## src/rtl/serial_capture_fifo_pkg.sv

```systemverilog
// Shared definitions for the serial capture buffer: bit-order encodings
// used to select the shift direction of the deserialiser.
package serial_capture_fifo_pkg;

  localparam bit ORDER_MSB_FIRST = 1'b1;
  localparam bit ORDER_LSB_FIRST = 1'b0;

endpackage

```

## src/rtl/serial_capture_fifo_sync_fifo.sv

```systemverilog
// Synchronous FIFO with a registered head word and an occupancy count.
// The head register holds its last value while the FIFO is empty.
module sync_fifo #(
  parameter int WIDTH = 8,
  parameter int DEPTH = 4
) (
  input  logic                         clk,
  input  logic                         rst,
  input  logic                         push,
  input  logic [WIDTH-1:0]             wr_data,
  input  logic                         pop,
  output logic [WIDTH-1:0]             rd_data,
  output logic                         full,
  output logic                         empty,
  output logic [$clog2(DEPTH+1)-1:0]   level
);

  localparam int PTR_W = $clog2(DEPTH);
  localparam int LVL_W = $clog2(DEPTH+1);

  logic [WIDTH-1:0] mem [DEPTH];
  logic [PTR_W-1:0] wr_ptr;
  logic [PTR_W-1:0] rd_ptr;
  logic [PTR_W-1:0] rd_ptr_inc;
  logic [LVL_W-1:0] level_q;
  logic [WIDTH-1:0] head_q;
  logic             pop_ok;
  logic             push_ok;

  assign empty      = (level_q == '0);
  assign full       = (level_q == LVL_W'(DEPTH));
  assign pop_ok     = pop && !empty;
  // A full FIFO still accepts a word when the head leaves in the same cycle.
  assign push_ok    = push && (!full || pop_ok);
  assign rd_ptr_inc = rd_ptr + PTR_W'(1);

  assign rd_data = head_q;
  assign level   = level_q;

  always_ff @(posedge clk) begin
    if (push_ok) begin
      mem[wr_ptr] <= wr_data;
    end
  end

  always_ff @(posedge clk) begin
    if (rst) begin
      wr_ptr  <= '0;
      rd_ptr  <= '0;
      level_q <= '0;
      head_q  <= '0;
    end else begin
      if (push_ok) begin
        wr_ptr <= wr_ptr + PTR_W'(1);
      end
      if (pop_ok) begin
        rd_ptr <= rd_ptr_inc;
      end

      case ({push_ok, pop_ok})
        2'b10:   level_q <= level_q + LVL_W'(1);
        2'b01:   level_q <= level_q - LVL_W'(1);
        default: level_q <= level_q;
      endcase

      // Head is the next stored entry, or the incoming word when it is the only one.
      if (pop_ok) begin
        if (level_q == LVL_W'(1)) begin
          if (push_ok) begin
            head_q <= wr_data;
          end
        end else begin
          head_q <= mem[rd_ptr_inc];
        end
      end else if (empty && push_ok) begin
        head_q <= wr_data;
      end
    end
  end

endmodule

```

## src/rtl/serial_capture_fifo.sv

```systemverilog
// Serial deserialiser with manual/automatic word capture into a FIFO,
// a sticky overflow flag and a live view of the shift register.
module serial_capture_fifo
  import serial_capture_fifo_pkg::*;
#(
  parameter int WIDTH      = 8,
  parameter int DEPTH      = 4,
  parameter int MSB_FIRST  = 1,
  parameter int AUTO_STORE = 0
) (
  input  logic                         clk,
  input  logic                         rst,
  input  logic                         bit_in,
  input  logic                         bit_valid,
  input  logic                         store,
  output logic [WIDTH-1:0]             out_data,
  output logic                         out_valid,
  input  logic                         out_ready,
  output logic [$clog2(DEPTH+1)-1:0]   level,
  output logic                         overflow,
  input  logic                         ovf_clr,
  output logic [WIDTH-1:0]             current_shift
);

  localparam int CNT_W = (WIDTH > 2) ? $clog2(WIDTH) : 1;
  localparam logic [CNT_W-1:0] CNT_MAX = CNT_W'(WIDTH - 1);
  localparam bit SHIFT_ORDER = (MSB_FIRST != 0) ? ORDER_MSB_FIRST : ORDER_LSB_FIRST;
  localparam bit AUTO_EN     = (AUTO_STORE != 0);

  logic [WIDTH-1:0] shift_q;
  logic [WIDTH-1:0] shift_next;
  logic [CNT_W-1:0] bit_cnt;
  logic             overflow_q;
  logic             capture;
  logic             pop;
  logic             fifo_full;
  logic             fifo_empty;
  logic             drop;

  always_comb begin
    shift_next = shift_q;
    if (bit_valid) begin
      if (SHIFT_ORDER == ORDER_MSB_FIRST) begin
        shift_next = {shift_q[WIDTH-2:0], bit_in};
      end else begin
        shift_next = {bit_in, shift_q[WIDTH-1:1]};
      end
    end
  end

  // Manual and automatic capture in the same cycle collapse into one push.
  assign capture   = store || (AUTO_EN && bit_valid && (bit_cnt == CNT_MAX));
  assign out_valid = !fifo_empty;
  assign pop       = out_valid && out_ready;
  assign drop      = capture && fifo_full && !pop;

  always_ff @(posedge clk) begin
    if (rst) begin
      shift_q    <= '0;
      bit_cnt    <= '0;
      overflow_q <= 1'b0;
    end else begin
      shift_q <= shift_next;

      if (capture) begin
        bit_cnt <= '0;
      end else if (bit_valid) begin
        bit_cnt <= (bit_cnt == CNT_MAX) ? '0 : bit_cnt + CNT_W'(1);
      end

      if (drop) begin
        overflow_q <= 1'b1;
      end else if (ovf_clr) begin
        overflow_q <= 1'b0;
      end
    end
  end

  sync_fifo #(
    .WIDTH (WIDTH),
    .DEPTH (DEPTH)
  ) u_fifo (
    .clk     (clk),
    .rst     (rst),
    .push    (capture),
    .wr_data (shift_next),
    .pop     (pop),
    .rd_data (out_data),
    .full    (fifo_full),
    .empty   (fifo_empty),
    .level   (level)
  );

  assign overflow      = overflow_q;
  assign current_shift = shift_q;

endmodule
```

## config.mk

```make
export PLATFORM = sky130hd
export DESIGN_NAME = serial_capture_fifo
export DESIGN_NICKNAME = d
export VERILOG_FILES = /design/src/rtl/serial_capture_fifo_pkg.sv /design/src/rtl/serial_capture_fifo_sync_fifo.sv /design/src/rtl/serial_capture_fifo.sv
export SDC_FILE = /design/constraint.sdc
export NUM_CORES = 1
export LEC_CHECK = 0
export ABC_AREA = 0
export CAP_MARGIN = 40
export CORE_MARGIN = 2
export CORE_UTILIZATION = 59
export CTS_CLUSTER_SIZE = 8
export DETAILED_ROUTE_END_ITERATION = 8
export HOLD_SLACK_MARGIN = 0.08
export PLACE_DENSITY = 0.83
export SYNTH_ARGS = -nofsm -noshare
export SYNTH_HDL_FRONTEND = slang
export SYNTH_SLANG_ARGS = --single-unit
```

## constraint.sdc

```tcl
create_clock -name clk -period 4.8 [get_ports clk]
set_clock_uncertainty 0.2 [all_clocks]
set_input_delay 0.48 -clock clk [delete_from_list [all_inputs] [get_ports clk]]
set_output_delay 0.48 -clock clk [all_outputs]
set_load 0.01 [all_outputs]
```

=== Word-level counts from Yosys, hierarchy flattened ===
Memory sizes are Yosys's and may differ from the RTL's.
Cells that the tools add are included.

* Register bits: 24
* Memory bits (writable): 32
* Input port bits: 7
* Output and inout port bits: 21
* Word-level logic and storage cells: 41
* Memories kept: 1

{| class="wikitable"
|+ Memories
! name !! depth !! bits a word !! read ports !! clocked after Yosys merged registers in !! wr ports !! line !! source
|-
| u_fifo.mem || 4 || 8 || 1 || 0 || 1 || serial_capture_fifo_sync_fifo.sv:21 || <nowiki>logic [WIDTH-1:0] mem [DEPTH];</nowiki>
|}

* $add $sub $neg: 4
* Equality and inequality tests: 5
* Mux-type cells: 10
* Reductions and logical operators: 15

{| class="wikitable"
|+ Operators with widths
! cell !! number
|-
| 8-bit two-way mux || 5
|-
| 1-bit logical AND || 6
|-
| 3-bit case mux with 2 select lines || 1
|-
| 2-bit nonzero test || 3
|-
| 2-bit by 1-bit adder with 2-bit output, second input constant || 2
|-
| 1-bit two-way mux || 4
|-
| 3-bit by 1-bit adder with 3-bit output, second input constant || 1
|-
| 3-bit by 1-bit equality test with 1-bit output, second input constant || 1
|-
| 3-bit equality test, second input constant || 1
|-
| 1-bit logical NOT || 3
|-
| 3-bit logical NOT || 1
|-
| 3-bit inequality test, second input constant || 1
|-
| 3-bit by 1-bit subtractor with 3-bit output, second input constant || 1
|-
| 2-bit by 1-bit equality test with 1-bit output, second input constant || 1
|-
| 2-bit equality test, second input constant || 1
|-
| 2-bit AND reduction || 1
|-
| 1-bit logical OR || 1
|}

=== Logic depth before layout (Yosys ltp) ===
* Word-level depth: 9
* Depth in mapped cells: 8
* Mapped depth without buffers: 7

=== By module ===
Synthesis repeated with hierarchy kept, for this count alone.

* Cell total of the unflattened synthesis: 181
* Area total of the unflattened synthesis: 2512.4 um^2

{| class="wikitable"
|+ By module, submodules not included
! module !! times used !! cells each !! area an instance (um^2) !! seq. area each (um^2)
|-
| sync_fifo || 1 || 149 || 2120.8 || 1261.2
|-
| serial_capture_fifo || 1 || 32 || 391.6 || 180.2
|}

=== Worst setup path before layout ===
No wires, ideal clock.

* Path kind: register to register
* Start point: register u_fifo.level_q[0] (netlist: u_fifo.level[0])
* End point: register u_fifo.level_q[0] (netlist: u_fifo.level[0])
* Setup time: 0.123 ns
* Arrival time: 1.637 ns
* Required time: 4.477 ns
* Slack: 2.840 ns
* Cell stages (with the launch flop): 9
* Buffers on the path: 1
* Period minus slack after synthesis: 1.960 ns
* Cell sequence: dfxtp_1 inv_1 ha_1 buf_4 nor2b_4 inv_2 nand2_1 a21oi_1 mux2_1

* Word-level cells in the longest chain between the ends: 8
* Elaborated cells on any way between the ends: 14
* Those cells by class: add/sub: 2; eq/ne: 3; mux: 1; reduce/logical: 8

{| class="wikitable"
|+ RTL lines
! element !! line !! source
|-
| start, declared || serial_capture_fifo_sync_fifo.sv:25 || <nowiki>logic [LVL_W-1:0] level_q;</nowiki>
|-
| start signal, assigned || serial_capture_fifo_sync_fifo.sv:61 || <nowiki>2'b10: level_q <= level_q + LVL_W'(1);</nowiki>
|-
| start signal, assigned || serial_capture_fifo_sync_fifo.sv:62 || <nowiki>2'b01: level_q <= level_q - LVL_W'(1);</nowiki>
|-
| start signal, assigned || serial_capture_fifo_sync_fifo.sv:63 || <nowiki>default: level_q <= level_q;</nowiki>
|-
| 3-bit logical NOT * || serial_capture_fifo_sync_fifo.sv:30 || <nowiki>assign empty = (level_q == '0);</nowiki>
|-
| 1-bit logical NOT * || serial_capture_fifo.sv:53 || <nowiki>assign out_valid = !fifo_empty;</nowiki>
|-
| via out_valid || serial_capture_fifo.sv:17 || <nowiki>output logic out_valid,</nowiki>
|-
| 1-bit logical AND || serial_capture_fifo.sv:54 || <nowiki>assign pop = out_valid && out_ready;</nowiki>
|-
| 1-bit logical AND * || serial_capture_fifo_sync_fifo.sv:32 || <nowiki>assign pop_ok = pop && !empty;</nowiki>
|-
| 1-bit logical OR || serial_capture_fifo_sync_fifo.sv:34 || <nowiki>assign push_ok = push && (!full || pop_ok);</nowiki>
|-
| 1-bit logical AND || serial_capture_fifo_sync_fifo.sv:34 ||
|-
| 2-bit by 1-bit equality test with 1-bit output or 2-bit equality test (tied branches) || serial_capture_fifo_sync_fifo.sv:60 || <nowiki>case ({push_ok, pop_ok})</nowiki>
|-
| 3-bit case mux with 2 select lines or 2-bit nonzero test (tied branches) || - ||
|}

The timed path passes the listed nets; every way through them passes the cells marked *.
A chain may end at the register's enable or synchronous reset.

=== Worst setup path after layout ===
* Start point: register u_fifo.level_q[0] (netlist: u_fifo.level[0])
* End point: output port out_valid

* Word-level cells in the longest chain between the ends: 2

{| class="wikitable"
|+ RTL lines
! element !! line
|-
| 3-bit logical NOT || serial_capture_fifo_sync_fifo.sv:30
|-
| 1-bit logical NOT || serial_capture_fifo.sv:53
|-
| end, declared || serial_capture_fifo.sv:17
|}

No other way between the ends.

==> results.sh <==
export IMPL_synth_edf_count=32
export IMPL_fp_coreArea_sq_um=4000
export IMPL_grt_start_max_net_pins=19
export IMPL_fillers=262
export IMPL_hp_class="register to register"
export IMPL_finalSetupViolations=0
export IMPL_relSlewSlack_pct=57.0
export IMPL_ant_nets=0
export IMPL_required_ns=4.12
export IMPL_cts_buffers_inserted=5
export IMPL_htree_levels=2
export IMPL_finalSetupTns_ns=0
export IMPL_ys_seq_area_share_pct=59.2
export IMPL_ir_drop_mv=0.259
export IMPL_io_pins=28
export IMPL_via_count=1547
export IMPL_gp_congestion=0.850
export IMPL_grt_overflow=0
export IMPL_yosys_warnings=0
export IMPL_grt_usage_pct=22.6
export IMPL_powerDensity_nw_per_um2=432
export IMPL_cp_start_kind="register"
export IMPL_dr_pass1_iters=4
export IMPL_synthArstFlopShare_pct=0
export IMPL_fin_crit_sh_pct=55.7
export IMPL_post_cts_setup_buffer_count=0
export IMPL_antenna_cells=0
export IMPL_routed_via_density=5.88
export IMPL_status="finished, final reports clean"
export IMPL_grt_pass1_vias=1462
export IMPL_ys_seq_elements=56
export IMPL_path_max_fanout=8
export IMPL_yosysMostFrequentCell="edfxtp_1"
export IMPL_syn_inst=186
export IMPL_whs_path_depth=2
export IMPL_drv_slew=0
export IMPL_ctsResizeCount=0
export IMPL_clock_root_buffer="clkbuf_8"
export IMPL_areaGrowthSynthToFinish_pct=16.0
export IMPL_holdBufCountCts=0
export IMPL_hold_ws_ns=0.279
export IMPL_path_clk_slew_ns=0.08
export IMPL_final_core_util_pct=70.6
export IMPL_hold_viol=0
export IMPL_synth_cell_types=36
export IMPL_grt_pass1_wl_microns=7290
export IMPL_arrival_ns=2.00
export IMPL_yosys_top_cells_area="edfxtp_1 39%, dfxtp_1 20%, mux4_2 7.4%"
export IMPL_dieHeight_microns=68.3
export IMPL_wl_per_cell_microns=18.1
export IMPL_rows=23
export IMPL_critPathKind="register to output pin"
export IMPL_ff2ff_path_depth=7
export IMPL_final_min_clock_period_ns=2.68
export IMPL_cts_tree="yes"
export IMPL_hpwlAfterDp_microns=3290
export IMPL_leakagePower_nw=0.977
export IMPL_start_util_pct=60.9
export IMPL_dp_cells=255
export IMPL_instances_no_fill=263
export IMPL_final_nets=227
export IMPL_grt_setup_unrepaired="no"
export IMPL_synthTopCellsByCount="32 x edfxtp_1, 24 x dfxtp_1, 20 x a21oi_1"
export IMPL_crit_path_end_kind="output pin"
export IMPL_clk_latency_ns=0.31
export IMPL_die_area_sq_um=4660
export IMPL_cts_buffer_depth=2
export IMPL_first_iter_violations=126
export IMPL_yosys_area_top_type_share_pct=39.4
export IMPL_die_x_microns=68.3
export IMPL_synth_area_sq_um=2440
export IMPL_numClockSinks=56
export IMPL_worst_pin_slew_ns=0.644
export IMPL_portBuffers=27
export IMPL_antenna_found_initial=0
export IMPL_synth_net_count=201
export IMPL_drt_total_wl_microns=4750
export IMPL_final_layout_size_suffix_gt1_share_pct=15.0
export IMPL_syn_area_per_cell_sq_um=13.1
export IMPL_drv_cap=0
export IMPL_synth_ff_type="edfxtp_1"
export IMPL_drc=0
export IMPL_fmax_mhz=374
export IMPL_synth_top_area_cell="edfxtp_1"
## power by group
group,internal [mW],leakage (nW),switching [mW],total (mW)
logic,0.179,0.440,0.175,0.353
clock network,0.102,0.0479,0.147,0.249
registers,0.558,0.490,0.0589,0.617
total,0.839,0.977,0.380,1.22
## path summary, 6_finish.rpt
check	slack [ns]	startpoint	endpoint
max	2.12	u_fifo.level[0]	out_valid
min	0.28	overflow	overflow
max reg2reg	2.69	u_fifo.level[0]	u_fifo.level[0]
min reg2reg	0.28	overflow	overflow
## cells by family after synthesis
kind of cell               count (synthesis)  share of synthesized area, %
muxes                                     17                          11.6
AOI/OAI and AO/OA                         36                          9.45
xor gates and xnor gates                   3                          1.08
adders and majority gates                  8                          4.11
DFF                                       56                          59.2
buffers and inverters                     15                          2.67
and+or+nand+nor                           51                          12.0
## per-stage QoR
step           area, sq um  setup slack [ns]  power, mW
2_1_floorplan         2440              2.84      0.850
3_3_place_gp          2730              2.24      0.959
3_5_place_dp          2740              2.20      0.979
4_1_cts               2830              2.11       1.22
5_1_grt               2830              2.00       1.29
6_report              2830              2.12       1.22
## final cells by class
class	count	area [sq um]	share of cell area, %
repair buffers	28	282	9.96
inverters	6	22.5	0.797
clock inverters	3	18.8	0.664
multi-input cells	115	930	32.9
flip-flops and latches	56	1440	51.0
well taps	50	62.6	2.21
clock buffers	5	68.8	2.44
## cells in the final DEF (no fill, tap or decap), types with 8 or more instances in the layout
cell type	n
edfxtp_1	32
clkdlybuf4s50_1	27
dfxtp_1	24
a21oi_1	20
nor2_1	9
nand2_1	9
nand2b_1	9
mux2_2	8
mux4_2	8
o221ai_1	8
nor2b_1	8
ha_1	8
## flip-flops by register name, indices dropped and copies added, names as in the netlist
name and cells:
current_shift 8, overflow 1, u_fifo.level 3, u_fifo.mem 32, u_fifo.rd_data 8, u_fifo.rd_ptr 2, u_fifo.wr_ptr 2
## metal layers
layer | routed length, microns | share of wire (%) | track usage [%] | up-vias
met4 | 76 | 1.6 | 8.00 | 0
met2 | 2400 | 50 | 37.3 | 39
li1 | - | - | - | 741
met1 | 2070 | 44 | 29.4 | 758
met5 | 0 | 0 | 0 | -
met3 | 203 | 4.3 | 5.43 | 9
## worst max-delay path, stage by stage, from the launching register on
cell and delay (ns):
dfxtp_1 0.42, inv_1 0.11, ha_1 0.33, nor2b_4 0.19, inv_2 0.10, clkdlybuf4s50_1 0.54
Power figures use the tool's default switching activity.
